## src/rtl/trd_pkg.sv

```systemverilog
// Shared thread-context types for fetch, decode and the thread scheduler.
// Latency: n/a (types and constants only).
// Backpressure: n/a.
package trd_pkg;

  localparam int NUM_TRD = 8;
  localparam int TRD_W   = $clog2(NUM_TRD);

  // Thread ID carried alongside instructions from fetch into decode
  typedef logic [TRD_W-1:0] trd_id_t;

  // Lifecycle of one hardware thread context
  typedef enum logic [1:0] {
    OFF     = 2'd0,
    READY   = 2'd1,
    COOL    = 2'd2,
    BLOCKED = 2'd3
  } trd_state_t;

endpackage

```

## src/rtl/rr_arb.sv

```systemverilog
// Round-robin arbiter: grants the first requester after i_ptr, wrapping around.
// Latency: purely combinational.
// Backpressure: none; the caller decides whether a grant is consumed.
module rr_arb #(
  parameter int N = 8,
  parameter int W = 3
) (
  input  logic [N-1:0] i_req,
  input  logic [W-1:0] i_ptr,
  output logic         o_gnt_vld,
  output logic [W-1:0] o_gnt_idx
);

  logic [W-1:0] w_idx;

  // Scan offsets from farthest to nearest so the nearest requester after the pointer wins;
  // offset N wraps to the pointer itself (N is a power of two)
  always_comb begin
    o_gnt_vld = 1'b0;
    o_gnt_idx = '0;
    w_idx     = '0;
    for (int k = N; k >= 1; k--) begin
      w_idx = i_ptr + W'(k);
      if (i_req[w_idx]) begin
        o_gnt_vld = 1'b1;
        o_gnt_idx = w_idx;
      end
    end
  end

endmodule

```

## src/rtl/trd_sched.sv

```systemverilog
// Per-cycle thread scheduler: tracks thread lifecycle and picks one eligible thread round-robin.
// Latency: events at edge k affect eligibility at edge k+1; the pick is registered (1 cycle).
// Backpressure: stall freezes issue outputs and pointer; cooldown counters keep running.
module trd_sched
  import trd_pkg::*;
#(
  parameter int GAP = 4
) (
  input  logic               clk,
  input  logic               rst_n,
  input  logic               stall,
  input  logic               spawn_vld,
  input  logic [TRD_W-1:0]   spawn_trd,
  input  logic               kill_vld,
  input  logic [TRD_W-1:0]   kill_trd,
  input  logic               block_vld,
  input  logic [TRD_W-1:0]   block_trd,
  input  logic               wake_vld,
  input  logic [TRD_W-1:0]   wake_trd,
  output logic               issue_vld,
  output logic [TRD_W-1:0]   issue_trd,
  output logic [NUM_TRD-1:0] active_mask,
  output logic               idle
);

  localparam int               CNT_W     = $clog2(GAP + 1);
  localparam logic [CNT_W-1:0] COOL_INIT = CNT_W'(GAP - 1);

  logic [NUM_TRD-1:0] w_elig;
  logic [NUM_TRD-1:0] w_active_nxt;
  logic               w_gnt_vld;
  logic [TRD_W-1:0]   w_gnt_idx;
  logic               w_issue;
  logic               w_drop_held;

  logic               r_issue_vld;
  logic [TRD_W-1:0]   r_issue_trd;
  logic [TRD_W-1:0]   r_ptr;
  logic [NUM_TRD-1:0] r_active;
  logic               r_idle;

  assign w_issue = !stall && w_gnt_vld;

  // A held issue must not keep advertising a thread that is being killed or blocked
  assign w_drop_held = (kill_vld && (kill_trd == r_issue_trd)) ||
                       (block_vld && (block_trd == r_issue_trd));

  rr_arb #(
    .N (NUM_TRD),
    .W (TRD_W)
  ) u_rr_arb (
    .i_req     (w_elig),
    .i_ptr     (r_ptr),
    .o_gnt_vld (w_gnt_vld),
    .o_gnt_idx (w_gnt_idx)
  );

  for (genvar g = 0; g < NUM_TRD; g++) begin : g_trd
    localparam trd_state_t RST_STATE = (g == 0) ? READY : OFF;

    trd_state_t       r_state;
    trd_state_t       w_state_nxt;
    logic [CNT_W-1:0] r_cnt;
    logic [CNT_W-1:0] w_cnt_nxt;
    logic             w_kill;
    logic             w_block;
    logic             w_wake;
    logic             w_spawn;
    logic             w_win;

    assign w_kill  = kill_vld  && (kill_trd  == TRD_W'(g));
    assign w_block = block_vld && (block_trd == TRD_W'(g));
    assign w_wake  = wake_vld  && (wake_trd  == TRD_W'(g));
    assign w_spawn = spawn_vld && (spawn_trd == TRD_W'(g));
    assign w_win   = w_issue && (w_gnt_idx == TRD_W'(g));

    assign w_elig[g]       = (r_state == READY) && (r_cnt == '0);
    assign w_active_nxt[g] = (w_state_nxt != OFF);

    // Cooldown and issue first; events then override in kill > block > wake > spawn order
    always_comb begin
      w_state_nxt = r_state;
      w_cnt_nxt   = (r_cnt != '0) ? r_cnt - 1'b1 : '0;
      if ((r_state == COOL) && (r_cnt <= CNT_W'(1))) begin
        w_state_nxt = READY;
      end
      if (w_win && (GAP > 1)) begin
        w_state_nxt = COOL;
        w_cnt_nxt   = COOL_INIT;
      end
      if (w_kill) begin
        w_state_nxt = OFF;
        w_cnt_nxt   = '0;
      end else if (w_block) begin
        if (r_state != OFF) begin
          w_state_nxt = BLOCKED;
        end
      end else if (w_wake) begin
        if (r_state == BLOCKED) begin
          w_state_nxt = READY;
          w_cnt_nxt   = '0;
        end
      end else if (w_spawn) begin
        if (r_state == OFF) begin
          w_state_nxt = READY;
          w_cnt_nxt   = '0;
        end
      end
    end

    // Per-thread state and cooldown counter
    always_ff @(posedge clk or negedge rst_n) begin
      if (!rst_n) begin
        r_state <= RST_STATE;
        r_cnt   <= '0;
      end else begin
        r_state <= w_state_nxt;
        r_cnt   <= w_cnt_nxt;
      end
    end
  end

  // Issue register and round-robin pointer; both freeze under stall
  always_ff @(posedge clk or negedge rst_n) begin
    if (!rst_n) begin
      r_issue_vld <= 1'b0;
      r_issue_trd <= '0;
      r_ptr       <= TRD_W'(NUM_TRD - 1);
    end else if (stall) begin
      if (w_drop_held) begin
        r_issue_vld <= 1'b0;
      end
    end else if (w_gnt_vld) begin
      r_issue_vld <= 1'b1;
      r_issue_trd <= w_gnt_idx;
      r_ptr       <= w_gnt_idx;
    end else begin
      r_issue_vld <= 1'b0;
    end
  end

  // Registered occupancy view of the post-edge thread states
  always_ff @(posedge clk or negedge rst_n) begin
    if (!rst_n) begin
      r_active <= NUM_TRD'(1);
      r_idle   <= 1'b0;
    end else begin
      r_active <= w_active_nxt;
      r_idle   <= ~|w_active_nxt;
    end
  end

  assign issue_vld   = r_issue_vld;
  assign issue_trd   = r_issue_trd;
  assign active_mask = r_active;
  assign idle        = r_idle;

endmodule
```

## config.mk

```make
export PLATFORM = sky130hd
export DESIGN_NAME = trd_sched
export DESIGN_NICKNAME = d
export VERILOG_FILES = /design/src/rtl/trd_pkg.sv /design/src/rtl/rr_arb.sv /design/src/rtl/trd_sched.sv
export SDC_FILE = /design/constraint.sdc
export NUM_CORES = 1
export LEC_CHECK = 0
export CAP_MARGIN = 20
export CORE_MARGIN = 3
export CORE_UTILIZATION = 57
export DETAILED_ROUTE_END_ITERATION = 8
export PLACE_DENSITY = 0.82
export SYNTH_ARGS = -nofsm -noshare
export SYNTH_HDL_FRONTEND = slang
export SYNTH_SLANG_ARGS = --single-unit
```

## constraint.sdc

```tcl
create_clock -name clk -period 6.77 [get_ports clk]
set_clock_uncertainty 0.2 [all_clocks]
set_input_delay 1.6925 -clock clk [delete_from_list [all_inputs] [get_ports clk]]
set_output_delay 1.6925 -clock clk [all_outputs]
set_load 0.05 [all_outputs]
```

# [Yosys cells after proc, flatten, opt, wreduce, memory -nomap -nowiden]
# Cells that the tools add are included.
[word_totals] ff_bits=56 wordCells=395 inputBits=19 output_inout_bits=13
[op_classes] eq_ne=62 add_sub_neg=15 muxes=171 n_reduce_logical=109 magnitude_cmp=16 n_bitwise=1
[op_table] operator="3-bit 2-to-1 mux" count=72
[op_table] operator="2-bit 2-to-1 mux" count=72
[op_table] operator="3-bit == test (second input constant)" count=20
[op_table] operator="1-bit logical AND" count=59
[op_table] operator="3-bit logical NOT" count=13
[op_table] operator="2-bit == test (second input constant)" count=16
[op_table] operator="3-bit by 4-bit less-than comparator with 1-bit output (second input constant)" count=8
[op_table] operator="2-bit nonzero test" count=16
[op_table] operator="3-bit by 2-bit == test with 1-bit output (second input constant)" count=10
[op_table] operator="1-bit binary-select mux with 3-bit select" count=8
[op_table] operator="3-bit by 1-bit <= comparator with 1-bit output (second input constant)" count=8
[op_table] operator="3-bit nonzero test" count=8
[op_table] operator="3-bit by 1-bit subtractor with 3-bit output (second input constant)" count=8
[op_table] operator="1-bit 2-to-1 mux" count=19
[op_table] operator="2-bit by 1-bit == test with 1-bit output (second input constant)" count=8
[op_table] operator="2-bit logical NOT" count=8
[op_table] operator="3-bit by 1-bit == test with 1-bit output (second input constant)" count=5
[op_table] operator="3-bit adder (second input constant)" count=4
[op_table] operator="8-bit OR reduction" count=1
[op_table] operator="3-bit by 2-bit adder with 3-bit output (second input constant)" count=2
[op_table] operator="3-bit == test" count=2
[op_table] operator="3-bit by 1-bit adder with 3-bit output (second input constant)" count=1
[op_table] operator="1-bit logical NOT" count=2
[op_table] operator="2-bit by 1-bit inequality test with 1-bit output (second input constant)" count=1
[op_table] operator="other kinds (3)" count=3

# [Depth between registers and ports, before layout]
[logic_depth] ltp_word=23 ltp_mapped=13 depth_no_buf=12

# [By module]
# From an unflattened synthesis, not the netlist that was laid out.
[unflattened] hier_cells=450 hier_area_um2=4050.1
[by_module_without_submodules] mod="trd_sched" cells_per_inst=373 area_per_inst_um2=3375.7 instances=1
[by_module_without_submodules] mod="rr_arb" cells_per_inst=77 area_per_inst_um2=674.4 instances=1

# [Worst setup path before layout]
# Ideal clock, no wire load.
[synth_path] path_type="flip-flop to flip-flop" from="register r_ptr[1]" to="register r_idle (netlist: idle)" slack_ps=2712 path_buffers=1 stages_incl_launch_ff=13 t_arrival_ps=3737 path_cell_list="dfstp_2 > clkbuf_1 > clkinv_1 > ha_1 > xnor2_1 > mux4_2 > mux2i_1 > o211ai_1 > a41o_1 > a41o_1 > and3_4 > o221a_1 > and4b_1"
[synth_via] elab_chain_cells=21
[synth_lines] item="start: declaration" line_no="trd_sched.sv:38" text="logic [TRD_W-1:0] r_ptr;"
[synth_lines] item="start signal: assignment" line_no="trd_sched.sv:128" text="r_ptr <= TRD_W'(NUM_TRD - 1);"
[synth_lines] item="start signal: assignment" line_no="trd_sched.sv:136" text="r_ptr <= w_gnt_idx;"
[synth_lines] item="3-bit adder or 1-bit binary-select mux with 3-bit select (tied branches)" line_no="rr_arb.sv:23, rr_arb.sv:24"
[synth_lines] item="1-bit binary-select mux with 3-bit select or 1-bit 2-to-1 mux (tied branches)" line_no="rr_arb.sv:24" text="if (i_req[w_idx]) begin"
[synth_lines] item="1-bit 2-to-1 mux (not written as such) or 3-bit 2-to-1 mux (tied branches)" line_no="rr_arb.sv:24"
[synth_lines] item="3-bit 2-to-1 mux or 1-bit 2-to-1 mux (tied branches) (7 in a row)" line_no="rr_arb.sv:24"
[synth_lines] item="3-bit by 1-bit == test with 1-bit output, or another cell as far along" line_no="trd_sched.sv:75" text="assign w_win = w_issue && (w_gnt_idx == TRD_W'(g));"
[synth_lines] item="1-bit logical AND" line_no="trd_sched.sv:75"
[synth_lines] item="2-bit 2-to-1 mux" line_no="trd_sched.sv:87" text="if (w_win && (GAP > 1)) begin"
[synth_lines] item="2-bit 2-to-1 mux" line_no="trd_sched.sv:104" text="if (r_state == OFF) begin"
[synth_lines] item="2-bit 2-to-1 mux" line_no="trd_sched.sv:103" text="end else if (w_spawn) begin"
[synth_lines] item="2-bit 2-to-1 mux" line_no="trd_sched.sv:98" text="end else if (w_wake) begin"
[synth_lines] item="2-bit 2-to-1 mux" line_no="trd_sched.sv:94" text="end else if (w_block) begin"
[synth_lines] item="2-bit 2-to-1 mux" line_no="trd_sched.sv:91" text="if (w_kill) begin"
[synth_lines] item="2-bit nonzero test" line_no="trd_sched.sv:78" text="assign w_active_nxt[g] = (w_state_nxt != OFF);"
[synth_lines] item="8-bit OR reduction (*)" line_no="trd_sched.sv:149" text="r_idle <= ~|w_active_nxt;"
[synth_lines] item="1-bit logical NOT (*)" line_no="trd_sched.sv:149"
[synth_lines] item="end signal: assignment" line_no="trd_sched.sv:149"
[synth_lines] item="end: declaration" line_no="trd_sched.sv:40" text="logic r_idle;"
# Mark *: on every way between the ends. The rest lies on a longest branch, timed or not. The select of a mux whose other input is x is not followed.
# A chain may end at the register's enable or synchronous reset.

# [Worst setup path after layout]
[layout_path] from="register r_ptr[0]" to="register r_idle (netlist: idle)"
# The elaborated chain is that of the path after synthesis.

==> flow_metrics.env <==
export IMPL_setup_viol=0
export IMPL_grt_max_degree=57
export IMPL_yosys_warnings=0
export IMPL_wl_per_cell_um=19.7
export IMPL_core_um2=6570
export IMPL_yosysTopAreaCell="dfrtp_1"
export IMPL_chipWidth_um=89.9
export IMPL_n_fill_cell=561
export IMPL_grt_first_pass_wirelength_um=18900
export IMPL_timing_final_crit_share_pct=71.7
export IMPL_cap_violations=0
export IMPL_min_from="g_trd[5].r_cnt[2]"
export IMPL_crit_type="flip-flop to flip-flop"
export IMPL_slew_violations=0
export IMPL_grt_overflow=0
export IMPL_ios=32
export IMPL_fin_crit_ns=4.85
export IMPL_endpoint_kind="flip-flop"
export IMPL_postCtsHoldBufs=0
export IMPL_clockRootBuffer="clkbuf_8"
export IMPL_drtPass1Iterations=5
export IMPL_synth_seq_area_share_pct=35.1
export IMPL_ys_ff_latch=56
export IMPL_ctsHtreeMaxLevel=2
export IMPL_die_y_um=89.9
export IMPL_cp_start_kind="flip-flop"
export IMPL_dieArea_um2=8070
export IMPL_path_cells="clkinv_1 > ha_1 > xnor2_1 > mux4_2 > mux2i_1 > and2_1 > a41o_1 > o21ba_4 > and3_4 > o221a_1 > and4b_1"
export IMPL_finalHoldViolCount=0
export IMPL_reg2reg_from="r_ptr[0]"
export IMPL_critPathBufInv=1
export IMPL_layout_drive_gt1_share_pct=7.85
export IMPL_r2r_cells=11
export IMPL_antenna_found_initial=0
export IMPL_fmax_mhz=206
export IMPL_drt_wl_total_um=11600
export IMPL_cts_sinks=56
export IMPL_min_path_type="flip-flop to flip-flop"
export IMPL_met1_usage_pct=38.9
export IMPL_detailed_place_hpwl_um=8990
export IMPL_finalNetCount=517
export IMPL_syn_area_per_cell_um2=8.58
export IMPL_slew_headroom_pct=38.7
export IMPL_antenna_cells=0
export IMPL_cts_clk_slew_worst_paths_ns=0.11
export IMPL_ff2ff_setup_slack_ns=1.92
export IMPL_initial_utilization_pct=61.0
export IMPL_drc=0
export IMPL_syn_inst=467
export IMPL_slowest_delay_ns=0.83
export IMPL_area_growth_pct=12.2
export IMPL_synth_edf_count=0
export IMPL_drt_iter0_drc=295
export IMPL_required_ns=6.79
export IMPL_crit_slowest_cell="dfstp_2"
export IMPL_synth_cell_area_um2=4010
export IMPL_cts_repair_resized=0
export IMPL_rsz0062_at_grt="false"
export IMPL_grt_busiest_layer="met2"
export IMPL_row_count=29
export IMPL_yosysMostFrequentCell="nor2_1"
export IMPL_status="finished, final reports clean"
export IMPL_io_buffers=31
export IMPL_crit_family="compound AO/OA/AOI/OAI gates"
export IMPL_post_cts_repair_setup_buffers=0
export IMPL_holdPathEnd="g_trd[5].r_cnt[2]"
export IMPL_routabilityCongestion=0.975
export IMPL_grt_pass1_vias=3810
export IMPL_design_area_um2=4500
export IMPL_synth_area_leaders="dfrtp_1, mux4_2, nor2_1"
export IMPL_async_reset_ff_share_pct=100
export IMPL_placedInstanceArea_um2=4390
export IMPL_insertion_delay_ns=0.32
export IMPL_cts_tree="yes"
export IMPL_routed_via_count=3958
export IMPL_cts_inserted_buffers=5
export IMPL_rr_endpoint="idle"
export IMPL_critPathMaxFanout=24
export IMPL_worst_pin_slew_ns=0.911
export IMPL_whs_path_depth=1
export IMPL_cts_path_max_buffers=2
export IMPL_synth_commonest_cells="nor2_1, dfrtp_1, nand2_1"
export IMPL_synth_nets=488
export IMPL_grt_use_met2_pct=48.5
export IMPL_cp_arrival_ns=4.87
export IMPL_ant_nets=0
export IMPL_use_met3_pct=4.92
export IMPL_synth_distinct_cells=65
export IMPL_ys_flop_type="dfrtp_1"
export IMPL_synth_top_area_share_pct=31.8
export IMPL_grt_usage_pct=29.1
export IMPL_finalSetupTns_ns=0
export IMPL_via_per_inst=6.71
[area by class of cell]
class                           instances  area, um2  share of cell area (%)
Clock inverter                          1       30.0                   0.668
Multi-Input combinational cell        389       2510                    55.8
Sequential cell                        56       1410                    31.3
Clock buffer                            7       76.3                    1.70
Tap cell                               93        116                    2.59
Inverter                               12       45.0                    1.00
Timing Repair Buffer                   32        313                    6.95
[layout by cell type, fill, tap and decap left out, types with 11 or more instances in the layout]
cell             netlist  routed
a21oi_1               38      38
a31oi_1               11      11
clkdlybuf4s50_1        0      30
dfrtp_1               51      51
mux2i_1               14      14
nand2_1               42      42
nand3_1               19      19
nand4_1               11      11
nor2_1                54      54
nor2b_1               13      13
nor3_1                12      12
nor3b_1               14      14
o21ai_0               17      17
o22ai_1               17      17
[worst register-to-register path, delay by kind of cell (launching register included)]
| family | cells | cell delay, ns |
|---|---|---|
| compound gates | 3 | 0.95 |
| buf+inv | 1 | 0.36 |
| simple gates | 3 | 0.61 |
| mux | 2 | 0.83 |
| xor+xnor | 1 | 0.61 |
| flops | 1 | 0.83 |
| fa+ha+maj | 1 | 0.39 |
[state kept, by name (all words and copies together), names as in the netlist]
signal / count
issue_trd: 3
g_trd.r_state: 16
g_trd.r_cnt: 24
r_ptr: 3
idle: 1
active_mask: 8
issue_vld: 1
[worst max-delay path by stage]
stage / startpoint / end / slack, ns / cells past startpoint
2_1_floorplan: r_ptr[1] / idle / 2.71 / 12
3_3_place_gp: r_ptr[0] / idle / 2.05 / 11
3_5_place_dp: r_ptr[0] / idle / 1.95 / 11
4_1_cts: r_ptr[0] / idle / 1.96 / 11
5_1_grt: r_ptr[0] / idle / 1.61 / 11
6_report: r_ptr[0] / idle / 1.92 / 11
[cells by family (layout without fill, tap and decap cells)]
logic type,after synthesis,after routing,share of synthesized area [%]
muxes,25,25,9.12
xor gates and xnor gates,10,10,2.19
adders and majority gates,2,2,0.624
and+or+nand+nor,219,219,28.7
buffers and inverters,22,52,2.25
AOI/OAI and AO/OA,133,133,22.0
DFF,56,56,35.1
[per-layer routing]
| layer | wire length [um] | vias to the layer above | share of wire [%] |
|---|---|---|---|
| met4 | 260 | 0 | 2.2 |
| met3 | 887 | 22 | 7.6 |
| met1 | 4820 | 1906 | 41 |
| met5 | 0 | - | 0 |
| li1 | - | 1821 | - |
| met2 | 5670 | 209 | 49 |
[through the flow]
step	hold WS [ns]	utilization, %	setup WS [ns]	cells
2_1_floorplan	0.330	-	2.71	467
3_3_place_gp	0.347	66.9	2.05	582
3_5_place_dp	0.361	66.9	1.95	582
4_1_cts	0.374	68.5	1.96	590
5_1_grt	0.392	68.5	1.61	590
6_report	0.375	68.5	1.92	590
Power is not shown: default switching activity piles up to over one toggle a cycle in this logic, so the estimate is an artifact.
